File: config.mk
export PLATFORM = sky130hd
export DESIGN_NAME = iterative_mul_fu
export DESIGN_NICKNAME = d
export VERILOG_FILES = /design/src/rtl/iterative_mul_fu.sv
export SDC_FILE = /design/constraint.sdc
export NUM_CORES = 1
export LEC_CHECK = 0
export CAP_MARGIN = 30
export CORE_MARGIN = 4
export CORE_UTILIZATION = 60
export DETAILED_ROUTE_END_ITERATION = 6
export PLACE_DENSITY = 0.93
export SYNTH_ARGS = -nofsm -noshare
export SYNTH_HDL_FRONTEND = slang
export SYNTH_SLANG_ARGS = --single-unit
File: constraint.sdc
create_clock -name clk -period 7.1 [get_ports clk]
set_clock_uncertainty 0.05 [all_clocks]
set_input_delay 1.775 -clock clk [delete_from_list [all_inputs] [get_ports clk]]
set_output_delay 1.775 -clock clk [all_outputs]
set_load 0.01 [all_outputs]
File: src/rtl/iterative_mul_fu.sv
// Iterative RISC-V M-extension multiply functional unit.
// Accepts one MUL/MULH/MULHSU/MULHU per issue, computes the magnitude product
// with a 32-step radix-2 shift-add loop, fixes up the sign, and then holds the
// selected 32-bit half on the CDB request until the arbiter grants it.

package procyon_types;
  localparam int TAG_WIDTH = 6;
  typedef logic [31:0]          procyon_data_t;
  typedef logic [TAG_WIDTH-1:0] procyon_tag_t;
  typedef logic [6:0]           procyon_opcode_t;
  typedef logic [31:0]          procyon_addr_t;
endpackage

module iterative_mul_fu
  import procyon_types::*;
(
  input  logic            clk,
  input  logic            n_rst,
  input  logic            i_flush,
  input  logic            i_fu_valid,
  input  procyon_opcode_t i_fu_opcode,
  input  procyon_addr_t   i_fu_iaddr,
  input  logic [31:0]     i_fu_insn,
  input  procyon_data_t   i_fu_src_a,
  input  procyon_data_t   i_fu_src_b,
  input  procyon_tag_t    i_fu_tag,
  output logic            o_fu_stall,
  output logic            o_cdb_req,
  input  logic            i_cdb_grant,
  output logic            o_cdb_en,
  output procyon_data_t   o_cdb_data,
  output procyon_tag_t    o_cdb_tag
);

  typedef enum logic [1:0] {
    IDLE = 2'b00,
    BUSY = 2'b01,
    DONE = 2'b10
  } mul_state_t;

  // Absolute value of an operand when it is interpreted as signed.
  function automatic logic [31:0] magnitude(input logic [31:0] value, input logic is_signed);
    logic [31:0] mag;
    if (is_signed && value[31]) begin
      mag = ~value + 32'd1;
    end else begin
      mag = value;
    end
    return mag;
  endfunction

  mul_state_t    state_r;
  mul_state_t    state_next_s;
  logic [1:0]    op_r;
  procyon_tag_t  tag_r;
  logic          neg_r;
  logic [31:0]   mcand_r;
  logic [63:0]   product_r;
  logic [4:0]    count_r;
  procyon_data_t cdb_data_r;

  logic          accept_s;
  logic          broadcast_s;
  logic          signed_a_s;
  logic          signed_b_s;
  logic          sign_a_s;
  logic          sign_b_s;
  logic [31:0]   mag_a_s;
  logic [31:0]   mag_b_s;
  logic [32:0]   partial_s;
  logic [63:0]   step_s;
  logic [63:0]   final_s;
  procyon_data_t half_s;
  logic          unused_s;

  // Opcode, address and the non-funct3 instruction bits carry no information here.
  assign unused_s = ^{i_fu_opcode, i_fu_iaddr, i_fu_insn[31:14], i_fu_insn[11:0]};

  // Operand signedness from funct3[1:0]; MUL only needs the low half so it runs unsigned.
  always_comb begin
    signed_a_s = 1'b0;
    signed_b_s = 1'b0;
    case (i_fu_insn[13:12])
      2'b01:   begin signed_a_s = 1'b1; signed_b_s = 1'b1; end
      2'b10:   begin signed_a_s = 1'b1; signed_b_s = 1'b0; end
      default: begin signed_a_s = 1'b0; signed_b_s = 1'b0; end
    endcase
    sign_a_s = signed_a_s & i_fu_src_a[31];
    sign_b_s = signed_b_s & i_fu_src_b[31];
    mag_a_s  = magnitude(i_fu_src_a, signed_a_s);
    mag_b_s  = magnitude(i_fu_src_b, signed_b_s);
  end

  // One shift-add step: the multiplier sits in the low half and is consumed LSB-first.
  always_comb begin
    partial_s = {1'b0, product_r[63:32]} + {1'b0, (product_r[0] ? mcand_r : 32'd0)};
    step_s    = {partial_s, product_r[31:1]};
    if (neg_r) begin
      final_s = ~step_s + 64'd1;
    end else begin
      final_s = step_s;
    end
    case (op_r)
      2'b00:   half_s = final_s[31:0];
      default: half_s = final_s[63:32];
    endcase
  end

  // Next-state and handshake decode.
  always_comb begin
    state_next_s = state_r;
    accept_s     = 1'b0;
    broadcast_s  = 1'b0;
    case (state_r)
      IDLE: begin
        if (i_fu_valid && !i_flush) begin
          accept_s     = 1'b1;
          state_next_s = BUSY;
        end else begin
          state_next_s = IDLE;
        end
      end
      BUSY: begin
        if (i_flush) begin
          state_next_s = IDLE;
        end else if (count_r == 5'd31) begin
          state_next_s = DONE;
        end else begin
          state_next_s = BUSY;
        end
      end
      DONE: begin
        if (i_flush) begin
          state_next_s = IDLE;
        end else if (i_cdb_grant) begin
          broadcast_s  = 1'b1;
          state_next_s = IDLE;
        end else begin
          state_next_s = DONE;
        end
      end
      default: begin
        state_next_s = IDLE;
      end
    endcase
  end

  // FSM state register.
  always_ff @(posedge clk) begin
    if (!n_rst) begin
      state_r <= IDLE;
    end else begin
      state_r <= state_next_s;
    end
  end

  // Operand capture on accept, one iteration per BUSY cycle, result capture on the last one.
  always_ff @(posedge clk) begin
    if (!n_rst) begin
      op_r       <= 2'b00;
      tag_r      <= '0;
      neg_r      <= 1'b0;
      mcand_r    <= 32'd0;
      product_r  <= 64'd0;
      count_r    <= 5'd0;
      cdb_data_r <= 32'd0;
    end else if (accept_s) begin
      op_r      <= i_fu_insn[13:12];
      tag_r     <= i_fu_tag;
      neg_r     <= sign_a_s ^ sign_b_s;
      mcand_r   <= mag_a_s;
      product_r <= {32'd0, mag_b_s};
      count_r   <= 5'd0;
    end else if ((state_r == BUSY) && !i_flush) begin
      count_r <= count_r + 5'd1;
      if (count_r == 5'd31) begin
        product_r  <= final_s;
        cdb_data_r <= half_s;
      end else begin
        product_r  <= step_s;
      end
    end
  end

  assign o_fu_stall = (state_r != IDLE);
  assign o_cdb_req  = (state_r == DONE);
  assign o_cdb_en   = broadcast_s;
  assign o_cdb_data = cdb_data_r;
  assign o_cdb_tag  = tag_r;

endmodule

## Word level (Yosys, flattened, before mapping)

Index checks and enable logic that the tools add are counted.

- Input port bits: 146
- Output and inout port bits: 41
- Flip-flop bits (word level): 144
- Logic and storage cells: 60

- Muxes and demuxes: 21
- Equality and inequality tests: 5
- Bitwise logic cells: 8
- Add/sub/neg operators: 5
- Reductions and logical operators: 12

Operators by type and width:

| cell | count |
|---|---|
| 32-bit two-way mux | 6 |
| 64-bit two-way mux | 2 |
| 32-bit by 1-bit adder with 32-bit output, second input constant | 2 |
| 64-bit by 1-bit adder with 64-bit output, second input constant | 1 |
| 32-bit inverter | 2 |
| 64-bit inverter | 1 |
| 32-bit by 32-bit adder with 33-bit output | 1 |
| 1-bit two-way mux | 8 |
| 2-bit two-way mux | 4 |
| 2-bit case mux with 3 select lines | 1 |
| 5-bit by 1-bit adder with 5-bit output, second input constant | 1 |
| 5-bit == test, second input constant | 1 |
| 2-bit by 1-bit == test with 1-bit output, second input constant | 2 |
| 2-bit == test, second input constant | 2 |
| 1-bit logical AND | 4 |
| 2-bit zero test | 2 |
| 2-bit nonzero test | 2 |
| 2-bit OR reduction | 2 |
| 3-bit AND reduction | 1 |
| 1-bit AND | 2 |
| 1-bit inverter | 2 |
| 1-bit zero test | 1 |
| 1-bit XOR | 1 |

## Depth between registers and ports, before layout

- Word-level depth: 8
- Gate-level depth with buffers: 16
- Gate-level depth less buffers: 13

## Worst setup path before layout

OpenSTA, ideal clock, no wires.

- Path type: reg-to-reg
- Start: register product_r[0]
- End: register product_r[57]
- Buffers on the path: 1
- Slack: 3.070 ns
- Setup time: 0.086 ns
- Period minus slack after synthesis: 4.030 ns
- Data arrival time: 3.895 ns
- Stages on the path, launching flop included: 15
- Data required time: 6.964 ns
- Path through: dfxtp_1 and2_1 ha_1 fa_1 a21o_1 a221oi_1 o21ai_0 xor2_1 or3_1 or4_4 buf_6 nor4_4 a31oi_1 xnor2_1 a211oi_1

- Cells in the longest elaborated chain, start to end: 6

Ends and longest elaborated chain:

| element | line | RTL |
|---|---|---|
| start, declared | 58 | `logic [63:0] product_r;` |
| start signal, assigned | 172 | `product_r <= {32'd0, mag_b_s};` |
| start signal, assigned | 177 | `product_r <= final_s;` |
| start signal, assigned | 180 | `product_r <= step_s;` |
| 32-bit two-way mux (*) | 96 | `partial_s = {1'b0, product_r[63:32]} + {1'b0, (product_r[0] ? mcand_r : 32'd0)};` |
| 32-bit by 32-bit adder with 33-bit output (*) | 96 |  |
| 64-bit inverter | 99 | `final_s = ~step_s + 64'd1;` |
| 64-bit by 1-bit adder with 64-bit output | 99 |  |
| 64-bit two-way mux | 98 | `if (neg_r) begin` |
| 64-bit two-way mux (*) | 176 | `if (count_r == 5'd31) begin` |

Mark *: on every way between the ends. The rest lies on a longest branch, timed or not.
A chain may end at the register's enable or synchronous reset.

## Worst setup path after layout

- Start: register product_r[0]
- End: register cdb_data_r[25], in the netlist o_cdb_data[25]

- Cells in the longest elaborated chain, start to end: 6

Ends and longest elaborated chain:

| element | line | RTL |
|---|---|---|
| 32-bit two-way mux (*) | 96 |  |
| 32-bit by 32-bit adder with 33-bit output (*) | 96 |  |
| 64-bit inverter | 99 |  |
| 64-bit by 1-bit adder with 64-bit output | 99 |  |
| 64-bit two-way mux (*) | 98 |  |
| 32-bit two-way mux (*) | 103 | `case (op_r)` |
| end signal, assigned | 178 | `cdb_data_r <= half_s;` |
| end, declared | 60 | `procyon_data_t cdb_data_r;` |

Marked as above.

==> results.yml <==
synth:
  synthesis.nets: 1809
  syn-cell-area_sq_um: 11800
  synth_area_leaders: "dfxtp_1 24%, nor2_1 6.2%, xor2_1 5.8%, a21oi_1 5.7%, a211oi_1 5.7%"
  ys.warnings.count: 0
  yosys.area.top_type: "dfxtp_1"
  ys_ff_latch: 144
  synth_common_cells: "194 x nor2_1, 159 x nand2_1, 144 x dfxtp_1"
  postSynthAreaPerCell_sq_um: 7.26
  synth_edf_count: 0
  yosysSeqAreaShare_pct: 24.4
  async_flop_share_pct: 0
  syn_inst: 1624
  ys_types: 82
  synthFlopType: "dfxtp_1"
  yosys.area.top_type_share_pct: 24.4
  yosysMostFrequentCell: "nor2_1"
job:
  drv_cap: 0
timing:
  maxSlewViolCount: 0
  max_slew_margin_pct: 30.6
  clock.fmax_mhz: 191
  fin_tns_setup_ps: 0
  finalCritPeriodShare_pct: 73.7
  rsz0062_at_grt: "false"
  tightest_slew_ps: 1040
  hold_viol_final: 0
  period_minus_slack_ps: 5230
  setup_viol: 0
clock_tree:
  cts_max_level: 4
  clk_pin_slew_worst_paths_ps: 60
  cts_hold_buf: 0
  cts_resized: 0
  cts-root-buf: "clkbuf_16"
  clk_path_buf_depth: 2
  numCtsBuffers: 17
  numClockSinks: 144
  postCtsSetupRepairBufs: 0
  worstSkewPairLatency_ps: 430
  cts_tree: "yes"
detailed_routing:
  dr_wl_met2_mm: 16.9
  wl_mm: 37.3
  wl_met3_mm: 3.87
  wl_met1_mm: 15.0
  ant_nets: 0
  drc: 0
  vias: 12800
  vias_per_cell: 6.65
  wire_per_inst_um: 19.3
  drt-initial-drc-count: 1730
  top_layer: "met5"
  detail_route.first_pass.iterations: 6
final_layout:
  seqCellArea_sq_um: 2880
  final_cell_area_sq_um: 13600
  multi_input_area_sq_um: 8360
  fillers: 1518
  utilization_pct: 69.9
  num_antenna_cells: 0
  area_delta_synth_final_pct: 14.9
  nets: 1835
  drive_gt1_share_pct: 4.81
worst_hold_path:
  hold_class: "flip-flop to flip-flop"
  holdPathEnd: "o_cdb_data[13]"
  hp-start: "o_cdb_data[13]"
  hold_path_depth: 2
pwr:
  ir_drop_v: 0.000179
  p_leak_nw: 4.90
  powerDensity_nw_per_um2: 172
  totalPowerFinal_w: 0.00234
setup_path:
  critPathMaxStageDelay_ps: 880
  cp_max_fo: 33
  critPathCaptureType: "flip-flop"
  reg2reg_slack_ps: 1870
  crit_family: "simple AND/OR/NAND/NOR gates"
  cp_common_cell: "a211oi_1"
  cp.required_ps: 7390
  worstSetupStartpointType: "flip-flop"
  critPathKind: "flip-flop to flip-flop"
  worstPathArrival_ps: 5520
  reg2reg_from: "product_r[0]"
  worstPathCellList: "and2_1 > ha_1 > a211oi_1 > o211ai_1 > a31oi_1 > xnor2_1 > or2_1 > or3_1 > nor4_4 > nand3_1 > mux2i_1 > a211oi_1"
  cp_num_buf_inv: 0
  reg2reg_depth: 12
  reg2reg_to: "o_cdb_data[25]"
  slowest_stage: "dfxtp_1"
global_route:
  grt_pass1_vias: 11700
  grt_overflow: 0
  grt_pass1_wl_mm: 58.8
  antenna_found_initial: 3
  grt_max_degree: 107
  track_usage_pct: 32.6
floorplan:
  ios: 187
  die_w_um: 148
  die_area_sq_um: 22000
  initial_core_util_pct: 60.8
  rows: 51
  core_area_sq_um: 19400
  fp.dieH_um: 148
run_status:
  run_status: "complete, no violations"
placement:
  placed_area_sq_um: 12900
  gp_congestion: 0.981
  port_buffers: 117
  dp_hpwl_mm: 26.7
worst register-to-register path, delay by kind of cell, from the launching register on:
| kind | cells | cell delay (ps) |
|---|---|---|
| AND/OR/NAND/NOR | 5 | 2140 |
| AO/OA/AOI/OAI | 4 | 1340 |
| flip-flops | 1 | 880 |
| XOR/XNOR | 1 | 300 |
| adder cells (fa/ha/maj) | 1 | 270 |
| multiplexers | 1 | 170 |
layout make-up:
type                    count  share of cell area, %
repair buffers            134                   9.53
inverters                  20                  0.554
clock inverters            10                  0.914
multi-input cells        1333                   61.6
flip-flops and latches    144                   21.3
clock buffers              22                   3.65
well taps                 265                   2.45
cell families after synthesis:
family	after synthesis	share of synthesized area, %
XOR/XNOR	153	11.4
buffers and inverters	147	4.84
AND/OR/NAND/NOR	642	26.9
adder cells (fa/ha/maj)	39	4.20
multiplexers	12	1.14
AO/OA/AOI/OAI	487	27.1
flip-flops	144	24.4
state kept, by name (all words and copies together), names as in the netlist:
register,flops
count_r,5
mcand_r,32
neg_r,1
o_cdb_data,32
o_cdb_tag,6
op_r,2
product_r,64
state_r,2
layout by cell type (no fill, tap or decap), types with 8 or more instances in the layout:
cell / n
a211oi_1: 89
a21o_1: 12
a21oi_1: 134
a311oi_1: 11
a31oi_1: 20
a32oi_1: 8
and2_1: 48
and3_1: 21
buf_4: 15
clkbuf_16: 17
clkdlybuf4s50_1: 117
dfxtp_1: 143
ha_1: 38
inv_1: 19
mux2i_1: 10
nand2_1: 159
nand2b_1: 8
nand3_1: 28
nand4_1: 21
nor2_1: 193
nor2b_1: 8
nor3_1: 59
nor4_1: 17
o211ai_1: 23
o21ai_0: 86
o22ai_1: 8
o311ai_0: 10
o31ai_1: 20
o41ai_1: 9
or2_2: 9
or3_1: 24
or4_1: 11
xnor2_1: 75
xor2_1: 78
report_power, final:
part / total (W) / internal [W] / switching [W] / leakage [nW]
registers: 0.000888 / 0.000842 / 0.0000459 / 1.17
logic: 0.000499 / 0.000192 / 0.000307 / 3.44
clock network: 0.000949 / 0.000568 / 0.000381 / 0.288
per-stage QoR:
step	hold WS, ps	setup slack [ps]	cells
floorplan	382	3070	1624
global placement	383	1970	1894
detailed placement	383	2000	1896
CTS	393	1950	1928
global route	423	1520	1928
finish	392	1870	1928
metal layers:
| layer | track usage [%] | vias up |
|---|---|---|
| li1 | - | 6001 |
| met1 | 43.1 | 5860 |
| met2 | 52.5 | 821 |
| met3 | 6.79 | 144 |
| met4 | 12.6 | 4 |
| met5 | 0 | - |
worst max-delay path by stage:
stage	startpoint	endpoint	slack, ps	depth (start not counted)
after floorplan	product_r[0]	product_r[57]	3070	14
after global placement	product_r[0]	product_r[60]	1970	12
after detailed placement	product_r[0]	o_cdb_data[25]	2000	12
after CTS	product_r[0]	o_cdb_data[25]	1950	12
after global routing	product_r[0]	o_cdb_data[25]	1520	12
final	product_r[0]	o_cdb_data[25]	1870	12
No activity file was read; power rests on OpenSTA's default activity.
==> variant (config.mk and constraints unchanged) <==
Change the package constant `TAG_WIDTH` from 6 to 4.
--- a/src/rtl/iterative_mul_fu.sv
+++ b/src/rtl/iterative_mul_fu.sv
@@ -5,5 +5,5 @@
 
 package procyon_types;
-  localparam int TAG_WIDTH = 6;
+  localparam int TAG_WIDTH = 4;
   typedef logic [31:0]          procyon_data_t;
   typedef logic [TAG_WIDTH-1:0] procyon_tag_t;
Interface: changed (resized i_fu_tag and o_cdb_tag); port bits go from 187 to 183. No check against the original RTL was run, so the function may have changed too.
==> variant against the unedited design <==
The flow now finishes with violations (DRC). Sequential cell count is 2 lower. Synthesized area is 2.3% higher. Utilization hardly changed. Routed wire length is 3.3% higher. Via count is 1.0% higher. Fmax is 4.0% higher. Combinational power is 8.0% higher. Setup slack better by 0.20 ns. Final area is 1.3% higher. Total power is 2.4% higher. Critical endpoint is now product_r[61].
==> variant: results (changes against the unedited design) <==
metric;value;unit;change
outcome;complete, but fails checks;;was finished, final reports clean
leakagePower;5.476;nW;was 4.905 nW
dr_wl_met2;17230;microns;was 16,890 microns
power.combinational.total;0.539;mW;was 0.499 mW
post_drt_wl_per_cell;19.85;microns;was 19.32 microns
synthTopCellsByArea;sky130_fd_sc_hd__dfxtp_1 (24%), sky130_fd_sc_hd__xor2_1 (6.4%), sky130_fd_sc_hd__nand2_1 (6.2%);;was sky130_fd_sc_hd__dfxtp_1 (24%), sky130_fd_sc_hd__nor2_1 (6.2%), sky130_fd_sc_hd__xor2_1 (5.8%)
global_route.usage.met2;53.95;%;was 52.45%
worstPathArrival;5.32;ns;was 5.52 ns
grt_pass1_wl;60310;microns;was 58,820 microns
yosys-top-cells-count;sky130_fd_sc_hd__nand2_1 (198), sky130_fd_sc_hd__nor2_1 (149), sky130_fd_sc_hd__dfxtp_1 (142), sky130_fd_sc_hd__a21oi_1 (119);;was sky130_fd_sc_hd__nor2_1 (194), sky130_fd_sc_hd__nand2_1 (159), sky130_fd_sc_hd__dfxtp_1 (144), sky130_fd_sc_hd__a21oi_1 (134), sky130_fd_sc_hd__clkbuf_1 (119)
seq_area;2844;sq um;was 2884 sq um
layout-drive-gt1-share;6.276;%;was 4.811%
met3_length;4019;microns;was 3874 microns
power.ir.vdd_worst;0.1701;mV;was 0.1786 mV
maximum_cell_stage_delay_along_the_critical_path;0.83;ns;was 0.88 ns
postRouteWirelength;38480;microns;was 37,250 microns
drt-met1-wl;15760;microns;was 15,020 microns
design.seq.count;142;;was 144
first_global_vias;11850;;was 11,680
synthMostInstantiatedCell;sky130_fd_sc_hd__nand2_1;;was sky130_fd_sc_hd__nor2_1
power_switching_share;31.30;%;was 31.40%
fillCellCount;1611;;was 1,518
placed_cells_incl_taps;1906;;was 1,896
violations_in_the_final_reports;DRC;;
post-route-drc-count;7;;was 0
detail_route.iter0.violations;1655;;was 1,730
clock_share_of_power;40.9;%;was 40.6%
use_met1;43.70;%;was 43.14%
place_hpwl;27860;microns;was 26,730 microns
==> variant: cell types whose count changed after synthesis, sizes merged, moves of 13 or more <==
cell    unedited run  this run
nor2             195       149
a211oi            89        47
nand2            160       198
o211a              1        39
nand3             28        45
o21ai             86       103
nor3              61        46
a21oi            134       120
or2               10        24
clkbuf           119       106
or3               25        38
==> variant: logic make-up after synthesis <==
kind of cell	synth area share [%]
AO/OA/AOI/OAI	27.63
XOR/XNOR	11.68
buffers and inverters	5.121
adder cells (fa/ha/maj)	4.105
flip-flops	23.55
AND/OR/NAND/NOR	27.22
multiplexers	0.6842
==> variant: worst paths after layout <==
| path | from | endpoint | slack [ns] |
|---|---|---|---|
| setup / recovery | product_r[0] | product_r[61] | 2.07 |
| hold / removal | o_cdb_data[15] | o_cdb_data[15] | 0.40 |
| setup reg to reg | product_r[0] | product_r[61] | 2.07 |
| hold reg to reg | o_cdb_data[15] | o_cdb_data[15] | 0.40 |
